File: config.mk
export PLATFORM = sky130hd
export DESIGN_NAME = ca_code_phase_search
export DESIGN_NICKNAME = d
export VERILOG_FILES = /design/src/rtl/ca_pkg.sv /design/src/rtl/ca_code_gen.sv /design/src/rtl/ca_code_phase_search.sv
export SDC_FILE = /design/constraint.sdc
export NUM_CORES = 1
export LEC_CHECK = 0
export CAP_MARGIN = 40
export CORE_UTILIZATION = 40
export DETAILED_ROUTE_END_ITERATION = 16
export SYNTH_ARGS = -nofsm -noshare
export SYNTH_HDL_FRONTEND = slang
export SYNTH_HIERARCHICAL = 1
export SYNTH_SLANG_ARGS = --single-unit
File: constraint.sdc
create_clock -name clk -period 4.73 [get_ports clk]
set_clock_uncertainty 0.15 [all_clocks]
set_input_delay 1.1825 -clock clk [delete_from_list [all_inputs] [get_ports clk]]
set_output_delay 1.1825 -clock clk [all_outputs]
set_load 0.1 [all_outputs]
File: src/rtl/ca_pkg.sv
// Shared constants, search-state encoding and the PRN-to-G2-tap table
// for the C/A code-phase searcher.
package ca_pkg;

  localparam int         CODE_LEN = 1023;
  localparam logic [9:0] G1_INIT  = 10'h3FF;
  localparam logic [9:0] G2_INIT  = 10'h3FF;

  typedef enum logic [2:0] {
    S_IDLE,
    S_DWELL,
    S_EVAL,
    S_SLIP,
    S_LOCK_OUT,
    S_FAIL_OUT
  } state_e;

  // Returns {t2,t1}, the two G2 stages summed for this PRN; 0 marks an invalid PRN.
  function automatic logic [7:0] ca_taps(input logic [5:0] prn);
    case (prn)
      6'd1:  ca_taps = 8'h62;  6'd2:  ca_taps = 8'h73;
      6'd3:  ca_taps = 8'h84;  6'd4:  ca_taps = 8'h95;
      6'd5:  ca_taps = 8'h91;  6'd6:  ca_taps = 8'hA2;
      6'd7:  ca_taps = 8'h81;  6'd8:  ca_taps = 8'h92;
      6'd9:  ca_taps = 8'hA3;  6'd10: ca_taps = 8'h32;
      6'd11: ca_taps = 8'h43;  6'd12: ca_taps = 8'h65;
      6'd13: ca_taps = 8'h76;  6'd14: ca_taps = 8'h87;
      6'd15: ca_taps = 8'h98;  6'd16: ca_taps = 8'hA9;
      6'd17: ca_taps = 8'h41;  6'd18: ca_taps = 8'h52;
      6'd19: ca_taps = 8'h63;  6'd20: ca_taps = 8'h74;
      6'd21: ca_taps = 8'h85;  6'd22: ca_taps = 8'h96;
      6'd23: ca_taps = 8'h31;  6'd24: ca_taps = 8'h64;
      6'd25: ca_taps = 8'h75;  6'd26: ca_taps = 8'h86;
      6'd27: ca_taps = 8'h97;  6'd28: ca_taps = 8'hA8;
      6'd29: ca_taps = 8'h61;  6'd30: ca_taps = 8'h72;
      6'd31: ca_taps = 8'h83;  6'd32: ca_taps = 8'h94;
      default: ca_taps = 8'h00;
    endcase
  endfunction

endpackage

File: src/rtl/ca_code_gen.sv
// Local C/A code generator: G1/G2 10-stage LFSRs, chip taken from the
// current state, advanced one chip per adv.
module ca_code_gen
  import ca_pkg::*;
(
  input  logic       clk,
  input  logic       rst_n,
  input  logic       load,
  input  logic       adv,
  input  logic [7:0] taps,
  output logic       chip
);

  logic [10:1] g1_q, g1_d, g2_q, g2_d;
  logic [15:0] g2_x;

  // Stage n of G2 sits at bit n, so a 4-bit tap number indexes it directly.
  assign g2_x = {5'd0, g2_q, 1'b0};
  assign chip = g1_q[10] ^ g2_x[taps[3:0]] ^ g2_x[taps[7:4]];

  always_comb begin
    g1_d = g1_q;
    g2_d = g2_q;
    if (load) begin
      g1_d = G1_INIT;
      g2_d = G2_INIT;
    end else if (adv) begin
      g1_d = {g1_q[9:1], g1_q[3] ^ g1_q[10]};
      g2_d = {g2_q[9:1], g2_q[2] ^ g2_q[3] ^ g2_q[6] ^ g2_q[8] ^ g2_q[9] ^ g2_q[10]};
    end
  end

  always_ff @(posedge clk or negedge rst_n) begin
    if (!rst_n) begin
      g1_q <= G1_INIT;
      g2_q <= G2_INIT;
    end else begin
      g1_q <= g1_d;
      g2_q <= g2_d;
    end
  end

endmodule

File: src/rtl/ca_code_phase_search.sv
// Serial C/A code-phase search: one full-period dwell per phase, one-chip
// slip between dwells, reports lock phase or best-seen phase on exhaustion.
module ca_code_phase_search
  import ca_pkg::*;
#(
  parameter int THRESH     = 512,
  parameter int ACC_W      = 12,
  parameter int NUM_PHASES = 1023
) (
  input  logic             clk,
  input  logic             rst_n,
  input  logic             start,
  input  logic [5:0]       prn,
  input  logic             in_valid,
  input  logic             in_sample,
  output logic             busy,
  output logic             done,
  output logic             lock,
  output logic             fail,
  output logic [9:0]       code_phase,
  output logic [ACC_W-1:0] corr_peak
);

  localparam logic [ACC_W-1:0] ONE        = ACC_W'(1);
  localparam logic [ACC_W-1:0] ACC_MAX    = {1'b0, {(ACC_W-1){1'b1}}};
  localparam logic [ACC_W-1:0] ACC_MIN    = ~ACC_MAX + ONE;
  localparam logic [ACC_W-1:0] THR        = ACC_W'(THRESH);
  localparam logic [9:0]       LAST_CHIP  = 10'(CODE_LEN - 1);
  localparam logic [9:0]       LAST_PHASE = 10'(NUM_PHASES - 1);

  state_e           state_q, state_d;
  logic [7:0]       taps_q, taps_d, new_taps;
  logic [ACC_W-1:0] acc_q, acc_d, acc_step, mag;
  logic [ACC_W-1:0] best_mag_q, best_mag_d, corr_peak_q, corr_peak_d;
  logic [9:0]       chip_cnt_q, chip_cnt_d, phase_q, phase_d;
  logic [9:0]       best_phase_q, best_phase_d, code_phase_q, code_phase_d;
  logic             lock_q, lock_d, fail_q, fail_d;
  logic             chip, prn_ok, hit, better, last_phase, gen_load, gen_adv;

  assign new_taps = ca_taps(prn);
  assign prn_ok   = (new_taps != 8'h00);
  assign gen_load = start && prn_ok;
  assign gen_adv  = (state_q == S_DWELL) && in_valid && !start;

  ca_code_gen u_gen (
    .clk   (clk),
    .rst_n (rst_n),
    .load  (gen_load),
    .adv   (gen_adv),
    .taps  (taps_q),
    .chip  (chip)
  );

  assign mag        = acc_q[ACC_W-1] ? (~acc_q + ONE) : acc_q;
  assign hit        = (mag >= THR);
  assign better     = (mag > best_mag_q);
  assign last_phase = (phase_q == LAST_PHASE);

  always_comb begin
    if (in_sample == chip) acc_step = (acc_q == ACC_MAX) ? acc_q : acc_q + ONE;
    else                   acc_step = (acc_q == ACC_MIN) ? acc_q : acc_q - ONE;
  end

  // ---- FSM: state register
  always_ff @(posedge clk or negedge rst_n) begin
    if (!rst_n) state_q <= S_IDLE;
    else        state_q <= state_d;
  end

  // ---- FSM: next state; a sample arriving on a missed EVAL is the slip sample
  always_comb begin
    state_d = state_q;
    case (state_q)
      S_DWELL:    if (in_valid && chip_cnt_q == LAST_CHIP) state_d = S_EVAL;
      S_EVAL: begin
        if (hit)             state_d = S_LOCK_OUT;
        else if (last_phase) state_d = S_FAIL_OUT;
        else if (in_valid)   state_d = S_DWELL;
        else                 state_d = S_SLIP;
      end
      S_SLIP:     if (in_valid) state_d = S_DWELL;
      S_LOCK_OUT: state_d = S_IDLE;
      S_FAIL_OUT: state_d = S_IDLE;
      default:    state_d = S_IDLE;
    endcase
    if (start) state_d = prn_ok ? S_DWELL : S_FAIL_OUT;
  end

  // ---- FSM: outputs
  always_comb begin
    busy = (state_q != S_IDLE);
    done = (state_q == S_LOCK_OUT) || (state_q == S_FAIL_OUT);
  end

  // ---- datapath next state
  always_comb begin
    taps_d       = taps_q;
    acc_d        = acc_q;
    chip_cnt_d   = chip_cnt_q;
    phase_d      = phase_q;
    best_mag_d   = best_mag_q;
    best_phase_d = best_phase_q;
    lock_d       = lock_q;
    fail_d       = fail_q;
    code_phase_d = code_phase_q;
    corr_peak_d  = corr_peak_q;
    case (state_q)
      S_DWELL: if (in_valid) begin
        acc_d      = acc_step;
        chip_cnt_d = chip_cnt_q + 10'd1;
      end
      S_EVAL: begin
        if (hit) begin
          lock_d       = 1'b1;
          code_phase_d = phase_q;
          corr_peak_d  = mag;
        end else begin
          if (better) begin
            best_mag_d   = mag;
            best_phase_d = phase_q;
          end
          if (last_phase) begin
            fail_d       = 1'b1;
            code_phase_d = better ? phase_q : best_phase_q;
            corr_peak_d  = better ? mag : best_mag_q;
          end else if (in_valid) begin
            phase_d    = phase_q + 10'd1;
            acc_d      = '0;
            chip_cnt_d = '0;
          end
        end
      end
      S_SLIP: if (in_valid) begin
        phase_d    = phase_q + 10'd1;
        acc_d      = '0;
        chip_cnt_d = '0;
      end
      default: ;
    endcase
    if (start) begin
      taps_d       = new_taps;
      acc_d        = '0;
      chip_cnt_d   = '0;
      phase_d      = '0;
      best_mag_d   = '0;
      best_phase_d = '0;
      lock_d       = 1'b0;
      fail_d       = !prn_ok;
      if (!prn_ok) begin
        code_phase_d = '0;
        corr_peak_d  = '0;
      end
    end
  end

  always_ff @(posedge clk or negedge rst_n) begin
    if (!rst_n) begin
      taps_q       <= '0;
      acc_q        <= '0;
      chip_cnt_q   <= '0;
      phase_q      <= '0;
      best_mag_q   <= '0;
      best_phase_q <= '0;
      lock_q       <= 1'b0;
      fail_q       <= 1'b0;
      code_phase_q <= '0;
      corr_peak_q  <= '0;
    end else begin
      taps_q       <= taps_d;
      acc_q        <= acc_d;
      chip_cnt_q   <= chip_cnt_d;
      phase_q      <= phase_d;
      best_mag_q   <= best_mag_d;
      best_phase_q <= best_phase_d;
      lock_q       <= lock_d;
      fail_q       <= fail_d;
      code_phase_q <= code_phase_d;
      corr_peak_q  <= corr_peak_d;
    end
  end

  assign lock       = lock_q;
  assign fail       = fail_q;
  assign code_phase = code_phase_q;
  assign corr_peak  = corr_peak_q;

endmodule

* After elaboration in Yosys (flattened, before gate mapping) *
Memories as Yosys holds them, arrays and structs flattened.
Index checks and enable logic that the tools add are counted.

cells by class
  reduce and logical (&&, ||, !) cells = 22
  multiplexer cells = 62
  add/subtract/negate cells = 5
  bitwise gates (word level) = 9
  $lt $le $gt $ge = 4
  equal/unequal tests = 18

operator list
  cell                                                                                    number
  10-bit 2-to-1 mux                                                                       22
  12-bit 2-to-1 mux                                                                       18
  12-bit one-hot mux with 3 select lines                                                  1
  10-bit one-hot mux with 3 select lines                                                  1
  12-bit by 1-bit adder with 12-bit output (second input constant)                        2
  10-bit by 1-bit adder with 10-bit output (second input constant)                        2
  10-bit == test (second input constant)                                                  2
  10-bit one-hot mux with 2 select lines                                                  1
  3-bit 2-to-1 mux                                                                        6
  12-bit by 11-bit == test with 1-bit output (second input constant)                      1
  12-bit == test (second input constant)                                                  1
  12-bit by 10-bit greater-or-equal comparator with 1-bit output (second input constant)  1
  12-bit > comparator                                                                     1
  3-bit inequality test (second input constant)                                           4
  12-bit inverter                                                                         1
  12-bit by 1-bit subtractor with 12-bit output (second input constant)                   1
  4-bit by 5-bit less-than comparator with 1-bit output (second input constant)           2
  1-bit 2-to-1 mux                                                                        9
  3-bit one-hot mux with 3 select lines                                                   1
  1-bit binary-select mux with 4-bit select                                               2
  4-bit inequality test (second input constant)                                           2
  2-bit nonzero test                                                                      4
  8-bit nonzero test                                                                      1
  1-bit XOR                                                                               8
  16 further kinds                                                                        26

storage, ports and cells
  register bits = 109
  input port bits = 11
  memory bits (read-only) = 512
  output and inout bits = 26
  word-level logic and storage cells = 134
  memories kept = 1

memory list
  name             words  width  rd ports  clocked after Yosys merged registers in  wr ports  line          text
  (no name shown)  64     8      1         0                                        0         ca_pkg.sv:20  case (prn)

* Logic depth before layout (Yosys ltp) *
Gate-level depths: netlist of run 1.

  word-level depth = 10
  mapped depth = 17
  depth with buffers taken out = 14

* Cells and area by module *
The synthesis of run 1 kept the hierarchy.

by module, submodules not included
  module                sequential area each (µm²)  area each (µm²)  cells each  times used
  ca_code_phase_search  2227.1                      5950.7           669         1
  ca_code_gen           525.5                       1082.3           89          1

* Worst setup path before layout of run 1 *
No wires, ideal clock.

  path type = flip-flop to flip-flop
  start point = register taps_q[5]
  end point = register acc_q[11]
  slack = 477 ps
  arrival time = 4021 ps
  path buffers = 0
  data required time = 4497 ps
  setup time = 83 ps
  cell stages (with the launch flop) = 14
  period minus slack after synthesis = 4253 ps
  path through = dfrtp_1 -> mux2_4 -> a221oi_1 -> o31ai_2 -> xor3_1 -> xor2_1 -> ha_1 -> or3_1 -> o21ai_0 -> o31ai_1 -> o41ai_1 -> xor2_1 -> or4_1 -> o21ai_0

on the way
  word-level cells in the longest chain between the ends = 8
  elaborated cells between the ends (all ways) = 11
  classes of those cells = eq/ne (3); mux (6); bitwise (1); reduce/logical (1)

ends and longest elaborated chain
  what                                           line                         text
  start: declaration                             ca_code_phase_search.sv:32   logic [7:0] taps_q, taps_d, new_taps;
  start signal: assignment                       ca_code_phase_search.sv:169  taps_q <= taps_d;
  1-bit binary-select mux with 4-bit select (*)  ca_code_gen.sv:19            assign chip = g1_q[10] ^ g2_x[taps[3:0]] ^ g2_x[taps[7:4]];
  1-bit 2-to-1 mux (implied by the code) (*)     ca_code_gen.sv:19
  1-bit XOR (*)                                  ca_code_gen.sv:19
  via chip                                       ca_code_phase_search.sv:38   logic chip, prn_ok, hit, better, last_phase, gen_load, gen_adv;
  1-bit == test (*)                              ca_code_phase_search.sv:60   if (in_sample == chip) acc_step = (acc_q == ACC_MAX) ? acc_q : acc_q + ONE;
  12-bit 2-to-1 mux                              ca_code_phase_search.sv:60
  12-bit 2-to-1 mux                              ca_code_phase_search.sv:108  S_DWELL: if (in_valid) begin
  12-bit one-hot mux with 3 select lines         ca_code_phase_search.sv:107  case (state_q)
  12-bit 2-to-1 mux                              ca_code_phase_search.sv:140  if (start) begin
  end signal: assignment                         ca_code_phase_search.sv:159  acc_q <= '0;
  end signal: assignment                         ca_code_phase_search.sv:170  acc_q <= acc_d;
  end: declaration                               ca_code_phase_search.sv:33   logic [ACC_W-1:0] acc_q, acc_d, acc_step, mag;

Mark *: on every way through the listed nets, which the timed path passes. The rest lies on a longest branch. The select of a mux whose other input is x is not followed.
A chain may end at the register's enable or synchronous reset.

* Worst setup path after layout of run 1 *
  start point = register taps_q[4]
  end point = register acc_q[11]

The elaborated chain is that of the path after synthesis.

==> qor_table.md, run 1 <==
| Metric | Value |
| --- | --- |
| Fraction of the yosys area taken by sequential cells | 39.1% |
| Height of the chip | 135 um |
| Internal portion of total power | 2.60 mW |
| Master of the slowest instance on the critical path | sky130_fd_sc_hd__mux4_1 |
| F_max | 244 MHz |
| Synthesis-to-finish area growth | 17.7% |
| Number of design rule violations left after detail routing | 0 |
| First-pass GRT wire length | 28100 um |
| Hold path depth | 2 |
| Largest net degree at the start of global routing | 66 |
| Antenna-violating nets left | 0 |
| Total via count after detailed routing | 5736 |
| Gr ovfl total | 0 |
| Leading cell types in the layout, fill and taps excluded | 89 x sky130_fd_sc_hd__dfrtp_1, 65 x sky130_fd_sc_hd__nor2_1, 63 x sky130_fd_sc_hd__nand2_1, 46 x sky130_fd_sc_hd__a21oi_1, 34 x sky130_fd_sc_hd__clkdlybuf4s50_1 |
| Path type of the worst min-delay path | reg -> reg |
| Worst-Margin Slew | 0.877 ns |
| Yosys warning count | 6 |
| Gate Count Post-Synth | 758 |
| Start point of the worst min-delay path | best_phase_q[5] |
| CTS Buffer Depth | 2 |
| Clk Latency, worst-skew pair | 0.36 ns |
| WL/cell | 16.4 um |
| Asr flop ratio synth | 100% |
| Global Route Usage Sum | 19.5% |
| Worst-path maximum fanout | 14 |
| CTS Hold Bufs | 0 |
| Worst R2R Setup Slack | 0.64 ns |
| Result of the run | finished clean |
| Crit path arrival time | 4.22 ns |
| Number of enable flip-flop cells after synthesis | 0 |
| Count of instances resized after the clock tree is built | 0 |
| Row Count | 48 |
| Hold EP | code_phase[5] |
| Number of levels the H-tree was split into | 3 |
| Post-Route Setup TNS | 0 ns |
| Kind of cell adding the most delay to the critical path | simple AND/OR/NAND/NOR gates |
| Net switching fraction of the power | 47.6% |
| Antenna diode instance count | 0 |
| Total of buffers placed on input and output ports | 36 |
| Total Wirelength | 16900 um |
| Number of detailed-route iterations in the first pass | 9 |
| Crit-path cells | mux4_1, nand3b_1, o31ai_2, xor3_1, xor2_1, buf_4, ha_1, or3_1, o21ai_0, o31ai_1, o41ai_1, xor2_1, or4_1, o21ai_0 |
| Worst Reg-to-Reg Cells | 14 |
| Final setup fails | 0 |
| Routability-driven placement congestion ratio | 0.837 |
| Clock network fraction of total power | 15.9% |
| Violation count after the first detailed-routing iteration | 334 |
| Worst IR drop on VDD | 0.452 mV |
| Synthesized area per cell | 9.28 um^2 |
| Clock transition at path regs | 0.08 ns |
| Chip width | 135 um |
| Max-cap violations | 0 |
| Endpoint of the most critical register-to-register path | acc_q[11] |
| Clock tree from TritonCTS | yes |
| Initial antenna violation count | 0 |
| Vias in the first global route | 5423 |
| Synth Register Bits | 109 |
| Total Power | 4.96 mW |
| Worst setup margin | 0.636 ns |
| Worst max-slew margin expressed relative to the limit | 41.4% |
| Startpoint Class | flip-flop |
| Req. time, crit path | 4.86 ns |
| Minimum setup slack after placement | 0.524 ns |
| Num Clock Sinks | 109 |
| CTS Root Buffer Type | sky130_fd_sc_hd__clkbuf_16 |
| Logic pwr share | 58.7% |
| Buffers and inverters on the worst path | 1 |
| Proportion of layout cells with a drive suffix above 1 | 14.2% |
| Net switching power figure | 2.36 mW |
| Worst Setup Path Type | reg -> reg |
| Leak Pwr | 3.34 nW |
| Initial core utilization | 40.8% |
| Number of buffers created by CTS | 9 |
| Worst path max stage delay | 0.60 ns |
| Final hold vios | 0 |
| Sum of net half-perimeters after detailed placement | 12000 um |
| Worst setup EP type | flip-flop |
| Leading cell type in the layout, fill and taps excluded | sky130_fd_sc_hd__dfrtp_1 |
| Post-route core utilization | 48.0% |
| Total number of nets in the final design | 845 |
| Share of the clock period used by the worst path after layout | 86.5% |
| Final max-slew violation count | 0 |
| Post-DR vias/cell | 5.57 |
| Net count after synthesis | 803 |
| Netlist cell types | 83 |
| Core region area | 17200 um^2 |
| Count of pins on the block boundary | 37 |
| Synthesized cell area | 7030 um^2 |
| Most used flip-flop cell after synthesis | sky130_fd_sc_hd__dfrtp_1 |
| Sequential group share of total power | 25.3% |
| Worst flop-to-flop path startpoint | taps_q[4] |
| Setup repair after global routing missed its margin | false |
| Postcts setup bufs | 0 |
| Power density over the cells | 599 nW/um^2 |
| Die area | 18100 um^2 |
| Minimum clock period | 4.09 ns |
## per-stage QoR
stage / cell area [um^2] / hold WS (ns) / cells
floorplan: 7030 / 0.345 / 758
global placement: 7540 / 0.357 / 986
detailed placement: 7970 / 0.366 / 1014
CTS: 8280 / 0.377 / 1030
global route: 8280 / 0.410 / 1030
finish: 8280 / 0.377 / 1030
## metal layers
| layer | up-vias | GRT usage (%) | wire [um] |
|---|---|---|---|
| met1 | 2779 | 27.0 | 7970 |
| met4 | 0 | 3.50 | 141 |
| met3 | 14 | 4.65 | 844 |
| met5 | - | 0 | 0 |
| li1 | 2810 | - | - |
| met2 | 133 | 31.3 | 7920 |
## cell type report
| type | count | area (um^2) |
|---|---|---|
| clock buffer | 10 | 250 |
| clock inverter | 6 | 56.3 |
| fill | 1591 | 8960 |
| inverter | 35 | 131 |
| multi-input combinational | 568 | 3930 |
| sequential | 109 | 2750 |
| tap | 225 | 282 |
| timing repair buffer | 77 | 883 |
## power groups by stage
stage	sequential [mW]	combinational, mW	clock, mW
after floorplan	1.70	1.58	0
after global placement	1.27	2.56	0
after detailed placement	1.27	2.90	0
after CTS	1.25	2.92	0.809
after global routing	1.28	3.15	0.846
final	1.25	2.91	0.790
## flip-flops by register name, summed over array words and instances, names as in the netlist
signal,count
acc_q,12
best_mag_q,12
corr_peak,12
best_phase_q,10
chip_cnt_q,10
code_phase,10
phase_q,10
u_gen/g1_q,10
u_gen/g2_q,10
taps_q,8
state_q,3
fail,1
lock,1
## Yosys cell counts, types with 3 or more instances
cell	number	area, um^2
sky130_fd_sc_hd__and2_1	5	31.3
sky130_fd_sc_hd__buf_2	12	60.1
sky130_fd_sc_hd__and3_1	3	18.8
sky130_fd_sc_hd__a31oi_1	13	81.3
sky130_fd_sc_hd__a311oi_1	3	26.3
sky130_fd_sc_hd__nor2_1	65	244
sky130_fd_sc_hd__a211oi_1	13	97.6
sky130_fd_sc_hd__buf_6	5	56.3
sky130_fd_sc_hd__a21o_1	7	52.6
sky130_fd_sc_hd__o211ai_1	3	22.5
sky130_fd_sc_hd__o21ai_0	26	130
sky130_fd_sc_hd__o22ai_1	11	68.8
sky130_fd_sc_hd__or3_1	4	25.0
sky130_fd_sc_hd__clkbuf_1	23	86.3
sky130_fd_sc_hd__o21ai_1	3	15.0
sky130_fd_sc_hd__o31ai_1	14	105
sky130_fd_sc_hd__nor2b_1	8	50.1
sky130_fd_sc_hd__xnor2_1	27	236
sky130_fd_sc_hd__nand3b_1	5	37.5
sky130_fd_sc_hd__mux2i_1	31	310
sky130_fd_sc_hd__nand4_1	9	56.3
sky130_fd_sc_hd__nand3_1	29	145
sky130_fd_sc_hd__ha_1	33	413
sky130_fd_sc_hd__o21a_1	11	82.6
sky130_fd_sc_hd__nor4_1	7	43.8
sky130_fd_sc_hd__buf_1	5	18.8
sky130_fd_sc_hd__a21oi_1	46	230
sky130_fd_sc_hd__inv_1	33	124
sky130_fd_sc_hd__nand2_1	63	236
sky130_fd_sc_hd__dfrtp_1	89	2230
sky130_fd_sc_hd__o221a_1	4	45.0
sky130_fd_sc_hd__a22o_1	3	26.3
sky130_fd_sc_hd__nand2b_1	9	56.3
sky130_fd_sc_hd__o221a_2	4	45.0
sky130_fd_sc_hd__nor3_1	32	160
sky130_fd_sc_hd__mux2_2	3	33.8
sky130_fd_sc_hd__dfstp_2	20	526
sky130_fd_sc_hd__xor2_1	19	166
sky130_fd_sc_hd__a22oi_1	4	30.0
sky130_fd_sc_hd__o21bai_1	3	22.5
sky130_fd_sc_hd__or2_2	3	18.8
## cell families after synthesis
logic type               count (synthesis)  synth area share, %
AO/OA/AOI/OAI                          187                 18.7
XOR/XNOR                                47                 6.07
adder cells (fa/ha/maj)                 34                 6.16
buffers and inverters                   81                 5.12
flip-flops                             109                 39.1
multiplexers                            38                 6.12
AND/OR/NAND/NOR                        262                 18.7
## worst min-delay path: stages (launching register included)
cell	delay, ns
sky130_fd_sc_hd__dfrtp_1	0.38
sky130_fd_sc_hd__inv_1	0.05
sky130_fd_sc_hd__a211oi_1	0.06
## worst max-delay path by stage
stage	to	startpoint	cells after the start
2_1_floorplan	acc_q[11]	taps_q[5]	13
3_3_place_gp	corr_peak[8]	prn[0]	10
3_5_place_dp	corr_peak[9]	prn[1]	10
4_1_cts	acc_q[11]	taps_q[4]	14
5_1_grt	acc_q[11]	taps_q[5]	14
6_report	acc_q[11]	taps_q[4]	14
(Power assumes the default switching activity.)
==> run 2: changes to the inputs <==
--- a/config.mk
+++ b/config.mk
@@ -6,8 +6,9 @@
 export NUM_CORES = 1
 export LEC_CHECK = 0
 export CAP_MARGIN = 40
-export CORE_UTILIZATION = 40
+export CORE_UTILIZATION = 61
 export DETAILED_ROUTE_END_ITERATION = 16
+export PLACE_DENSITY = 0.81
 export SYNTH_ARGS = -nofsm -noshare
 export SYNTH_HDL_FRONTEND = slang
 export SYNTH_HIERARCHICAL = 1
==> qor_table.md, run 2 (same netlist as run 1, synthesis figures left out) <==
| Metric | Value | vs previous |
| --- | --- | --- |
| CTS Buffer Depth | 2 | unchanged |
| Largest net degree at the start of global routing | 55 | -17% |
| F_max | 239 MHz | -2.1% |
| Total of buffers placed on input and output ports | 36 | unchanged |
| Initial antenna violation count | 0 | unchanged |
| Routability-driven placement congestion ratio | 0.877 | +4.8% |
| Initial core utilization | 63.8% | +23 points |
| Worst Setup Path Type | reg -> reg |  |
| Clock transition at path regs | 0.07 ns | about the same |
| Net switching power figure | 2.37 mW | +0.50% |
| Post-layout instance count excluding filler cells | 943 | -8.4% |
| Clock tree from TritonCTS | yes |  |
| Worst max-slew margin expressed relative to the limit | 36.3% | -5.1 points |
| Final hold vios | 0 | unchanged |
| Worst setup EP type | flip-flop |  |
| Violation count after the first detailed-routing iteration | 537 | +61% |
| Master of the slowest instance on the critical path | sky130_fd_sc_hd__dfrtp_1 |  |
| Clock network fraction of total power | 14.7% | -1.2 points |
| Minimum clock period | 4.18 ns | +0.0888 ns |
| Final setup fails | 0 | unchanged |
| Worst Reg-to-Reg Cells | 14 | unchanged |
| Synthesis-to-finish area growth | 15.8% |  |
| Final max-slew violation count | 0 | unchanged |
| Leading cell type in the layout, fill and taps excluded | sky130_fd_sc_hd__dfrtp_1 |  |
| Proportion of layout cells with a drive suffix above 1 | 13.7% | -0.46 points |
| Height of the chip | 109 um | -19% |
| Minimum setup slack after placement | 0.495 ns | -0.0295 ns |
| Number of levels the H-tree was split into | 3 | unchanged |
| Post-DR vias/cell | 6.40 | +15% |
| Setup repair after global routing missed its margin | false |  |
| Antenna-violating nets left | 0 | unchanged |
| Postcts setup bufs | 0 | unchanged |
| Global Route Usage Sum | 30.6% | +11 points |
| Sequential group share of total power | 25.6% | +0.3 points |
| Worst setup margin | 0.548 ns | -0.0888 ns |
| Antenna diode instance count | 0 | unchanged |
| Number of design rule violations left after detail routing | 0 | unchanged |
| Clk Latency, worst-skew pair | 0.36 ns | about the same |
| Post-Route Setup TNS | 0 ns | unchanged |
| Total number of nets in the final design | 843 | -0.24% |
| Count of pins on the block boundary | 37 | unchanged |
| Num Clock Sinks | 109 | unchanged |
| Power density over the cells | 608 nW/um^2 | +1.6% |
| Startpoint Class | flip-flop |  |
| Crit-path cells | mux2_4, a221oi_1, o31ai_2, xor3_1, xor2_1, buf_4, ha_1, or3_1, o21ai_0, o31ai_1, o41ai_1, xor2_1, or4_1, o21ai_0 |  |
| Area of the multi-input gates | 3930 um^2 | unchanged |
| Result of the run | finished clean |  |
| CTS Root Buffer Type | sky130_fd_sc_hd__clkbuf_16 |  |
| Hold path depth | 2 | unchanged |
| Worst path max stage delay | 0.48 ns | -0.12 ns |
| Chip width | 109 um | -19% |
| Max-cap violations | 0 | unchanged |
| Worst-path maximum fanout | 14 | unchanged |
| Vias in the first global route | 5946 | +9.6% |
| Leak Pwr | 3.32 nW | -0.65% |
| Core region area | 11000 um^2 | -36% |
| Number of filler instances in the final layout | 751 | -53% |
| Die area | 12000 um^2 | -34% |
| Area occupied by registers | 2750 um^2 | unchanged |
| Total via count after detailed routing | 6036 | +5.2% |
| Number of placed instances, taps included | 927 | -8.6% |
| Gr ovfl total | 0 | unchanged |
| Number of detailed-route iterations in the first pass | 6 | -3 |
| Worst-Margin Slew | 0.953 ns | +0.0758 ns |
| Sum of net half-perimeters after detailed placement | 12300 um | +2.7% |
| Crit path arrival time | 4.30 ns | +0.08 ns |
| First-pass GRT wire length | 28600 um | +1.9% |
| Worst IR drop on VDD | 0.572 mV | +27% |
| Req. time, crit path | 4.85 ns | about the same |
| WL/cell | 18.2 um | +11% |
| Logic pwr share | 59.7% | +1.0 points |
| Count of instances resized after the clock tree is built | 0 | unchanged |
| CTS Hold Bufs | 0 | unchanged |
| Path type of the worst min-delay path | reg -> reg |  |
| Number of buffers created by CTS | 9 | unchanged |
| Row Count | 38 | -21% |
| Total Power | 4.95 mW | about the same |
| Net switching fraction of the power | 47.9% | +0.28 points |
| Total Wirelength | 17200 um | +1.8% |
| Internal portion of total power | 2.58 mW | -0.61% |
| Leading cell types in the layout, fill and taps excluded | 89 x sky130_fd_sc_hd__dfrtp_1, 65 x sky130_fd_sc_hd__nor2_1, 63 x sky130_fd_sc_hd__nand2_1, 46 x sky130_fd_sc_hd__a21oi_1, 34 x sky130_fd_sc_hd__clkdlybuf4s50_1 |  |
| Share of the clock period used by the worst path after layout | 88.4% | +1.9 points |
run 2: path summary, 6_finish.rpt:
check / from / endpoint / slack, ns
min in group asynchronous: rst_n / best_mag_q[8] / 0.62
max in group asynchronous: rst_n / u_gen/g2_q[6] / 3.07
worst min-delay path: best_phase_q[7] / code_phase[7] / 0.37
worst min register to register: best_phase_q[7] / code_phase[7] / 0.37
worst max-delay path: taps_q[5] / acc_q[11] / 0.55
worst max register to register: taps_q[5] / acc_q[11] / 0.55
run 2: layout make-up:
class,instances,share of cell area (%)
well taps,140,2.15
flip-flops and latches,109,33.8
clock buffers,12,3.03
inverters,35,1.61
multi-input cells,568,48.2
clock inverters,4,0.369
repair buffers,75,10.8
run 2: power groups by stage:
| stage | clock network, mW | logic (mW) | registers, mW |
|---|---|---|---|
| global placement | 0 | 2.51 | 1.27 |
| finish | 0.727 | 2.96 | 1.27 |
| floorplan | 0 | 1.58 | 1.70 |
| global route | 0.763 | 3.17 | 1.29 |
| CTS | 0.731 | 2.94 | 1.26 |
| detailed placement | 0 | 2.92 | 1.28 |
run 2: metrics by stage:
stage	cell area [um^2]	utilization, %	hold WS (ns)
floorplan	7030	-	0.345
global placement	7420	67.3	0.356
detailed placement	7870	71.3	0.366
CTS	8140	73.8	0.372
global route	8140	73.8	0.410
finish	8140	73.8	0.373
run 2: layer usage:
layer  global-route usage (%)  wire length (um)  vias to the layer above  share of wire (%)
met4                     12.9               443                        0                2.6
li1                         -                 -                     2798                  -
met3                     4.51              1050                       46                6.1
met5                        0                 0                        -                  0
met2                     50.7              8550                      255                 50
met1                     40.2              7150                     2937                 42
run 2: worst max-delay path: cells and delay by family, from the launching register on:
kind | cells | cell delay [ns]
xor gates and xnor gates | 3 | 0.71
and+or+nand+nor | 2 | 0.77
AOI/OAI and AO/OA | 6 | 1.15
buffers and inverters | 1 | 0.19
muxes | 1 | 0.32
DFF | 1 | 0.48
adders and majority gates | 1 | 0.34
